File: src/rtl/alu_issue.sv
// Issue front end for the 48-bit ALU: decodes aluop/funct, presents registered
// operands/control to the combinational ALU for one cycle, returns the result.
module alu_issue #(
   parameter int WIDTH = 48,
   parameter int CNT_W = 16
) (
   input  logic               clk,
   input  logic               reset,
   input  logic               req_valid,
   output logic               req_ready,
   input  logic [1:0]         req_aluop,
   input  logic [5:0]         req_funct,
   input  logic [0:WIDTH-1]   req_a,
   input  logic [0:WIDTH-1]   req_b,
   output logic [0:WIDTH-1]   alu_a,
   output logic [0:WIDTH-1]   alu_b,
   output logic [3:0]         alu_control,
   input  logic [0:WIDTH-1]   alu_result,
   input  logic               alu_zero,
   output logic               rsp_valid,
   input  logic               rsp_ready,
   output logic [0:WIDTH-1]   rsp_result,
   output logic               rsp_zero,
   output logic               rsp_err,
   output logic [CNT_W-1:0]   ops_done
);

   typedef enum logic [1:0] {IDLE, EXEC, RESP} state_t;

   state_t             state_q, state_d;
   logic [0:WIDTH-1]   alu_a_q, alu_a_d;
   logic [0:WIDTH-1]   alu_b_q, alu_b_d;
   logic [3:0]         alu_control_q, alu_control_d;
   logic [0:WIDTH-1]   rsp_result_q, rsp_result_d;
   logic               rsp_zero_q, rsp_zero_d;
   logic               rsp_err_q, rsp_err_d;
   logic [CNT_W-1:0]   ops_done_q, ops_done_d;

   logic               dec_legal;
   logic [3:0]         dec_code;

   always_comb begin
      dec_legal = 1'b1;
      dec_code  = 4'h0;
      unique case (req_aluop)
         2'b00: dec_code = 4'h2;
         2'b01: dec_code = 4'h6;
         2'b10: begin
            unique case (req_funct)
               6'h20:   dec_code = 4'h2;
               6'h22:   dec_code = 4'h6;
               6'h24:   dec_code = 4'h0;
               6'h25:   dec_code = 4'h1;
               6'h2A:   dec_code = 4'h7;
               6'h27:   dec_code = 4'hC;
               default: dec_legal = 1'b0;
            endcase
         end
         default: dec_legal = 1'b0;
      endcase
   end

   // Handshake outputs come from state only; reset just masks them.
   assign req_ready = (state_q == IDLE) && !reset;
   assign rsp_valid = (state_q == RESP) && !reset;

   always_comb begin
      state_d       = state_q;
      alu_a_d       = alu_a_q;
      alu_b_d       = alu_b_q;
      alu_control_d = alu_control_q;
      rsp_result_d  = rsp_result_q;
      rsp_zero_d    = rsp_zero_q;
      rsp_err_d     = rsp_err_q;
      ops_done_d    = ops_done_q;
      unique case (state_q)
         IDLE: begin
            if (req_valid) begin
               if (dec_legal) begin
                  alu_a_d       = req_a;
                  alu_b_d       = req_b;
                  alu_control_d = dec_code;
                  state_d       = EXEC;
               end else begin
                  // Illegal ops skip the ALU entirely and answer with an error.
                  rsp_result_d = '0;
                  rsp_zero_d   = 1'b0;
                  rsp_err_d    = 1'b1;
                  state_d      = RESP;
               end
            end
         end
         EXEC: begin
            rsp_result_d = alu_result;
            rsp_zero_d   = alu_zero;
            rsp_err_d    = 1'b0;
            state_d      = RESP;
         end
         RESP: begin
            if (rsp_ready) begin
               ops_done_d = ops_done_q + {{(CNT_W-1){1'b0}}, 1'b1};
               state_d    = IDLE;
            end
         end
         default: state_d = IDLE;
      endcase
   end

   always_ff @(posedge clk) begin
      if (reset) begin
         state_q       <= IDLE;
         alu_a_q       <= '0;
         alu_b_q       <= '0;
         alu_control_q <= 4'h0;
         rsp_result_q  <= '0;
         rsp_zero_q    <= 1'b0;
         rsp_err_q     <= 1'b0;
         ops_done_q    <= '0;
      end else begin
         state_q       <= state_d;
         alu_a_q       <= alu_a_d;
         alu_b_q       <= alu_b_d;
         alu_control_q <= alu_control_d;
         rsp_result_q  <= rsp_result_d;
         rsp_zero_q    <= rsp_zero_d;
         rsp_err_q     <= rsp_err_d;
         ops_done_q    <= ops_done_d;
      end
   end

   assign alu_a       = alu_a_q;
   assign alu_b       = alu_b_q;
   assign alu_control = alu_control_q;
   assign rsp_result  = rsp_result_q;
   assign rsp_zero    = rsp_zero_q;
   assign rsp_err     = rsp_err_q;
   assign ops_done    = ops_done_q;

endmodule
File: config.mk
export PLATFORM = sky130hd
export DESIGN_NAME = alu_issue
export DESIGN_NICKNAME = d
export VERILOG_FILES = /design/src/rtl/alu_issue.sv
export SDC_FILE = /design/constraint.sdc
export NUM_CORES = 1
export LEC_CHECK = 0
export BUFFER_PORTS_ARGS = -buffer_cell sky130_fd_sc_hd__buf_2
export CAP_MARGIN = 40
export CORE_AREA = 2 2 125 127
export CTS_BUF_LIST = sky130_fd_sc_hd__clkbuf_8 sky130_fd_sc_hd__clkbuf_16
export CTS_CLUSTER_DIAMETER = 30
export CTS_CLUSTER_SIZE = 12
export DETAILED_ROUTE_END_ITERATION = 16
export DIE_AREA = 0 0 127 129
export PLACE_DENSITY = 0.81
export RECOVER_POWER = 100
export SETUP_SLACK_MARGIN = 0.3
export SLEW_MARGIN = 20
export SYNTH_ARGS = -nofsm -noshare
export SYNTH_HDL_FRONTEND = slang
export SYNTH_SLANG_ARGS = --single-unit
File: constraint.sdc
create_clock -name clk -period 2.6 [get_ports clk]
set_input_delay 0.26 -clock clk [delete_from_list [all_inputs] [get_ports clk]]
set_output_delay 0.26 -clock clk [all_outputs]
set_load 0.01 [all_outputs]
# Word level (Yosys, flattened, before mapping)
# Index checks and enable logic that the tools add are counted.
[totals]
register_bits = 168
output_inout_bits = 168
[op_classes]
addsub = 1
eq_ne = 13
muxes = 17
reduce_logical = 12
[op_table]
columns = ["op", "n"]
rows = [
  ["$mux W48", 2],
  ["$pmux W48 S2", 1],
  ["$eq A6 B6 Y1 const B", 6],
  ["$pmux W4 S5", 1],
  ["$add A16 B1 Y16 const B", 1],
  ["$pmux W4 S3", 1],
  ["$mux W2", 3],
  ["$ne A2 B2 Y1 const B", 3],
  ["$pmux W1 S2", 3],
  ["$pmux W2 S3", 1],
  ["$reduce_and A3 Y1", 2],
  ["$reduce_or A6 Y1", 1],
  ["$mux W1", 5],
  ["$eq A2 B1 Y1 const B", 2],
  ["$eq A2 B2 Y1 const B", 2],
  ["$logic_not A2 Y1", 2],
  ["$reduce_and A2 Y1", 2],
  ["$logic_and A1 B1 Y1", 2],
  ["$reduce_bool A2 Y1", 1],
  ["$reduce_or A2 Y1", 1],
  ["$logic_not A1 Y1", 1],
]

# Longest topological paths before layout
[depth]
depth_word = 7
mapped_depth = 7
ltp_nobuf = 5

# Worst setup path after synthesis
# No wires, ideal clock.
[synth_timing]
path_kind = "in2reg"
startpoint = "in req_funct[4]"
endpoint = "reg alu_a_q (netlist bit alu_a[44])"
t_arrival_ns = 1.770
setup_slack_ns = 0.758
path_stages = 7
path_buffers = 3
path_cell_list = "or3b_4 > a2111oi_4 > o21a_1 > buf_2 > buf_6 > buf_8 > mux2i_1"
[synth_between]
elab_chain_cells = 5
[synth_rtl]
columns = ["item", "line_no", "text"]
rows = [
  ["start: declaration", "12", "input logic [5:0] req_funct,"],
  ["$eq A6 B6 Y1", "49", "unique case (req_funct)"],
  ["$reduce_or A6 Y1 (no line) *", "--", ""],
  ["$mux W1 *", "49", ""],
  ["$pmux W1 S2 *", "45", "unique case (req_aluop)"],
  ["$reduce_and A3 Y1 (no line) *", "--", ""],
  ["end signal: assignment", "121", "alu_a_q <= alu_a_d;"],
  ["end: declaration", "31", "logic [0:WIDTH-1] alu_a_q, alu_a_d;"],
]
# Mark *: on every way between the ends. The rest lies on a longest branch, timed or not.
# A chain may end at the register's enable or synchronous reset.

# Worst setup path after layout
[layout_timing]
startpoint = "in req_funct[4]"
endpoint = "reg alu_b_q (netlist bit alu_b[12])"
[layout_between]
elab_chain_cells = 5
[layout_rtl]
columns = ["item", "line_no", "text"]
rows = [
  ["$eq A6 B6 Y1", "49", ""],
  ["$reduce_or A6 Y1 (no line) *", "--", ""],
  ["$mux W1 *", "49", ""],
  ["$pmux W1 S2 *", "45", ""],
  ["$reduce_and A3 Y1 (no line) *", "--", ""],
  ["end signal: assignment", "122", "alu_b_q <= alu_b_d;"],
  ["end: declaration", "32", "logic [0:WIDTH-1] alu_b_q, alu_b_d;"],
]
# Marked as above.

==> out/results.tsv <==
metric	value	unit
status	completed	
slew of the pin with the lowest slew margin	0.867	ns
RSZ-0062 raised after global routing	no	
critical path class	in -> reg	
Hold Fails Final Rpt	0	
vias in the first global route	6209	
CP arrival	2.56	ns
peak supply drop	0.416	mV
setup bufs post-CTS	0	
Post-DRT Antenna Nets	0	
final setup TNS	0	ns
clk buf depth	2	
Inst Count DP	1236	
max_slew headroom	42.2	%
Die H	129	um
core area	0.0150	mm2
top cells by area, synth	dfxtp_1, mux2i_1, nand2_1, a32oi_1, nand3b_1	
io pins	325	
pwr/cell area	659	mW/mm2
Avg Cell Area, Syn	9.13	um2
first-pass GRT wire length	30.9	mm
Peak Freq	451	MHz
post-synthesis cell count	777	
die width	127	um
Port Buffers	324	
Commonest cells post-synth	nand2_1, dfxtp_1, mux2i_1	
Hold Buf Count CTS	0	
Final Instance Area	0.00922	mm2
CTS Buf Count	17	
Root Buffer	clkbuf_16	
largest net degree at the start of global routing	146	
Worst Setup Start Kind	primary input	
global-route usage over all layers	23.3	%
top-count cell post-synth	nand2_1	
DR WL/cell	15.7	um
layout cells sized above 1	19.6	%
Non-Filler Instances	1269	
vias	6688	
Worst Hold Path EP	rsp_result[47]	
# fillers	1393	
die area	0.0164	mm2
Main synth FF type	dfxtp_1	
Clock Latency Late Sink	0.42	ns
H-tree level count	4	
vias per inst	5.27	
DRT iter0 DRCs	335	
Reg2Reg Depth	4	
Post-layout nets	1225	
Data required, critical path	2.94	ns
row count	45	
drt total wl	19.9	mm
fin. max-slew vios	0	
EDFF count, synth	0	
router iterations before antenna repair	4	
Final Wtd Congestion	0.756	
peak fanout along the critical path	31	
Area Growth Syn to Fin	29.9	%
period utilisation layout	85.3	%
largest area contributor in the netlist	dfxtp_1	
Reg2Reg Setup Slack	0.50	ns
FF+latch count, synth	168	
syn_nets	935	
GRT overflow	0	
WHS	0.0453	ns
post-synth cell types	42	
Ys Warns	0	
Detail Placement HPWL	13.9	mm
clk_skew	0.00633	ns
placed instance area	0.00885	mm2
CTS tree	built	
Final setup viols	0	
r2r startpoint	state_q[1]	
Util after Layout	61.6	%
HP Start	alu_result[47]	
initial antenna violation count	5	
Starting Density	47.4	%
clk sinks	168	
Seq/Total Area, Yosys	47.4	%
leakage power total	3.58	nW
max_cap viols	0	
ys async rst share	0	%
Crit. End Element	register	
Syn Std Cell Area	0.00709	mm2
minimum clock period	2.22	ns
Yosys top cell area share	47.4	%
Worst-path clk slew	0.07	ns
# DRC	0	
reg-to-reg endpoint	alu_b[12]	
Worst Hold Depth	3	
cts repair resizes	0	
Hold WC Path Type	in -> reg	
==> cells in the final DEF, fill, tap and decap left out, types with 2 or more instances in the layout <==
master / netlist / layout
nand2_1: 205 / 205
clkbuf_1: 56 / 169
dfxtp_1: 168 / 167
buf_2: 2 / 157
mux2i_1: 102 / 102
o21ai_0: 47 / 53
nand3b_1: 51 / 51
a32oi_1: 49 / 49
nor2_1: 20 / 19
clkbuf_16: 0 / 17
xnor2_1: 6 / 6
buf_4: 5 / 6
inv_1: 4 / 5
nand3_1: 5 / 5
xor2_1: 5 / 5
buf_12: 0 / 5
or2_2: 4 / 4
nor4_1: 4 / 4
bufinv_16: 0 / 4
diode_2: 0 / 3
nor2b_1: 3 / 3
clkinvlp_4: 0 / 3
nor3_1: 2 / 2
nand2b_1: 2 / 2
or3_1: 2 / 2
nand4_1: 2 / 2
a21oi_1: 2 / 2
a31o_2: 2 / 2
or4_1: 2 / 2
inv_6: 0 / 2
==> cell families (layout without fill, tap and decap cells) <==
group / count (synthesis) / after routing / synth area share, %
AOI/OAI and AO/OA: 113 / 113 / 11.3
xor gates and xnor gates: 11 / 11 / 1.36
adders and majority gates: 1 / 1 / 0.176
buffers and inverters: 72 / 373 / 4.85
DFF: 168 / 168 / 47.4
muxes: 103 / 103 / 14.6
other: 0 / 3 / 0
and+or+nand+nor: 309 / 309 / 20.4
==> layout make-up <==
type                       count  area [um2]  share of cell area, %
clock inverter                13         181                   1.97
antenna                        3        7.51                 0.0814
multi-input combinational    537        3400                   36.9
clock buffer                  17         425                   4.61
sequential                   168        3360                   36.5
timing repair buffer         339        1580                   17.1
inverter                       4        22.5                  0.244
tap                          188         235                   2.55
==> stage by stage <==
step	total power, mW	worst slack, ns
final	6.08	0.383
after global routing	6.31	0.266
after CTS	6.15	0.535
after detailed placement	3.54	0.317
after global placement	3.53	0.440
after floorplan	3.22	0.758
==> critical path, stage by stage <==
cell and delay [ns]:
buf_2 0.11, or3b_1 0.49, o21ai_0 0.43, o21a_4 0.40, clkbuf_4 0.58, mux2i_1 0.27
==> flip-flops by register name, summed over array words and instances, names as in the netlist <==
signal and flops:
alu_a 48, alu_b 48, alu_control 4, ops_done 16, rsp_err 1, rsp_result 48
rsp_zero 1, state_q 2
==> how the worst max path moves through the flow <==
stage               cells past startpoint          from        end
floorplan                               7  req_funct[4]  alu_a[44]
global placement                        6  req_funct[4]  alu_a[44]
detailed placement                      6  req_funct[4]  alu_b[12]
CTS                                     4    state_q[1]  rsp_valid
global route                            6  req_funct[4]  alu_b[12]
finish                                  6  req_funct[4]  alu_b[12]
==> power breakdown <==
group	switching [mW]	leakage (nW)	internal (mW)
registers	0.0753	1.37	2.69
logic	0.399	1.92	0.286
clock network	1.03	0.294	1.60
total	1.50	3.58	4.57
==> metal layers <==
layer	wire length (um)	GRT usage, %	vias up	share of wire (%)
li1	-	-	3298	-
met3	1710	9.02	33	8.6
met1	8060	27.0	3098	40
met5	26	0	-	0.13
met4	430	7.63	4	2.2
met2	9710	40.0	255	49
(Power assumes the default switching activity.)
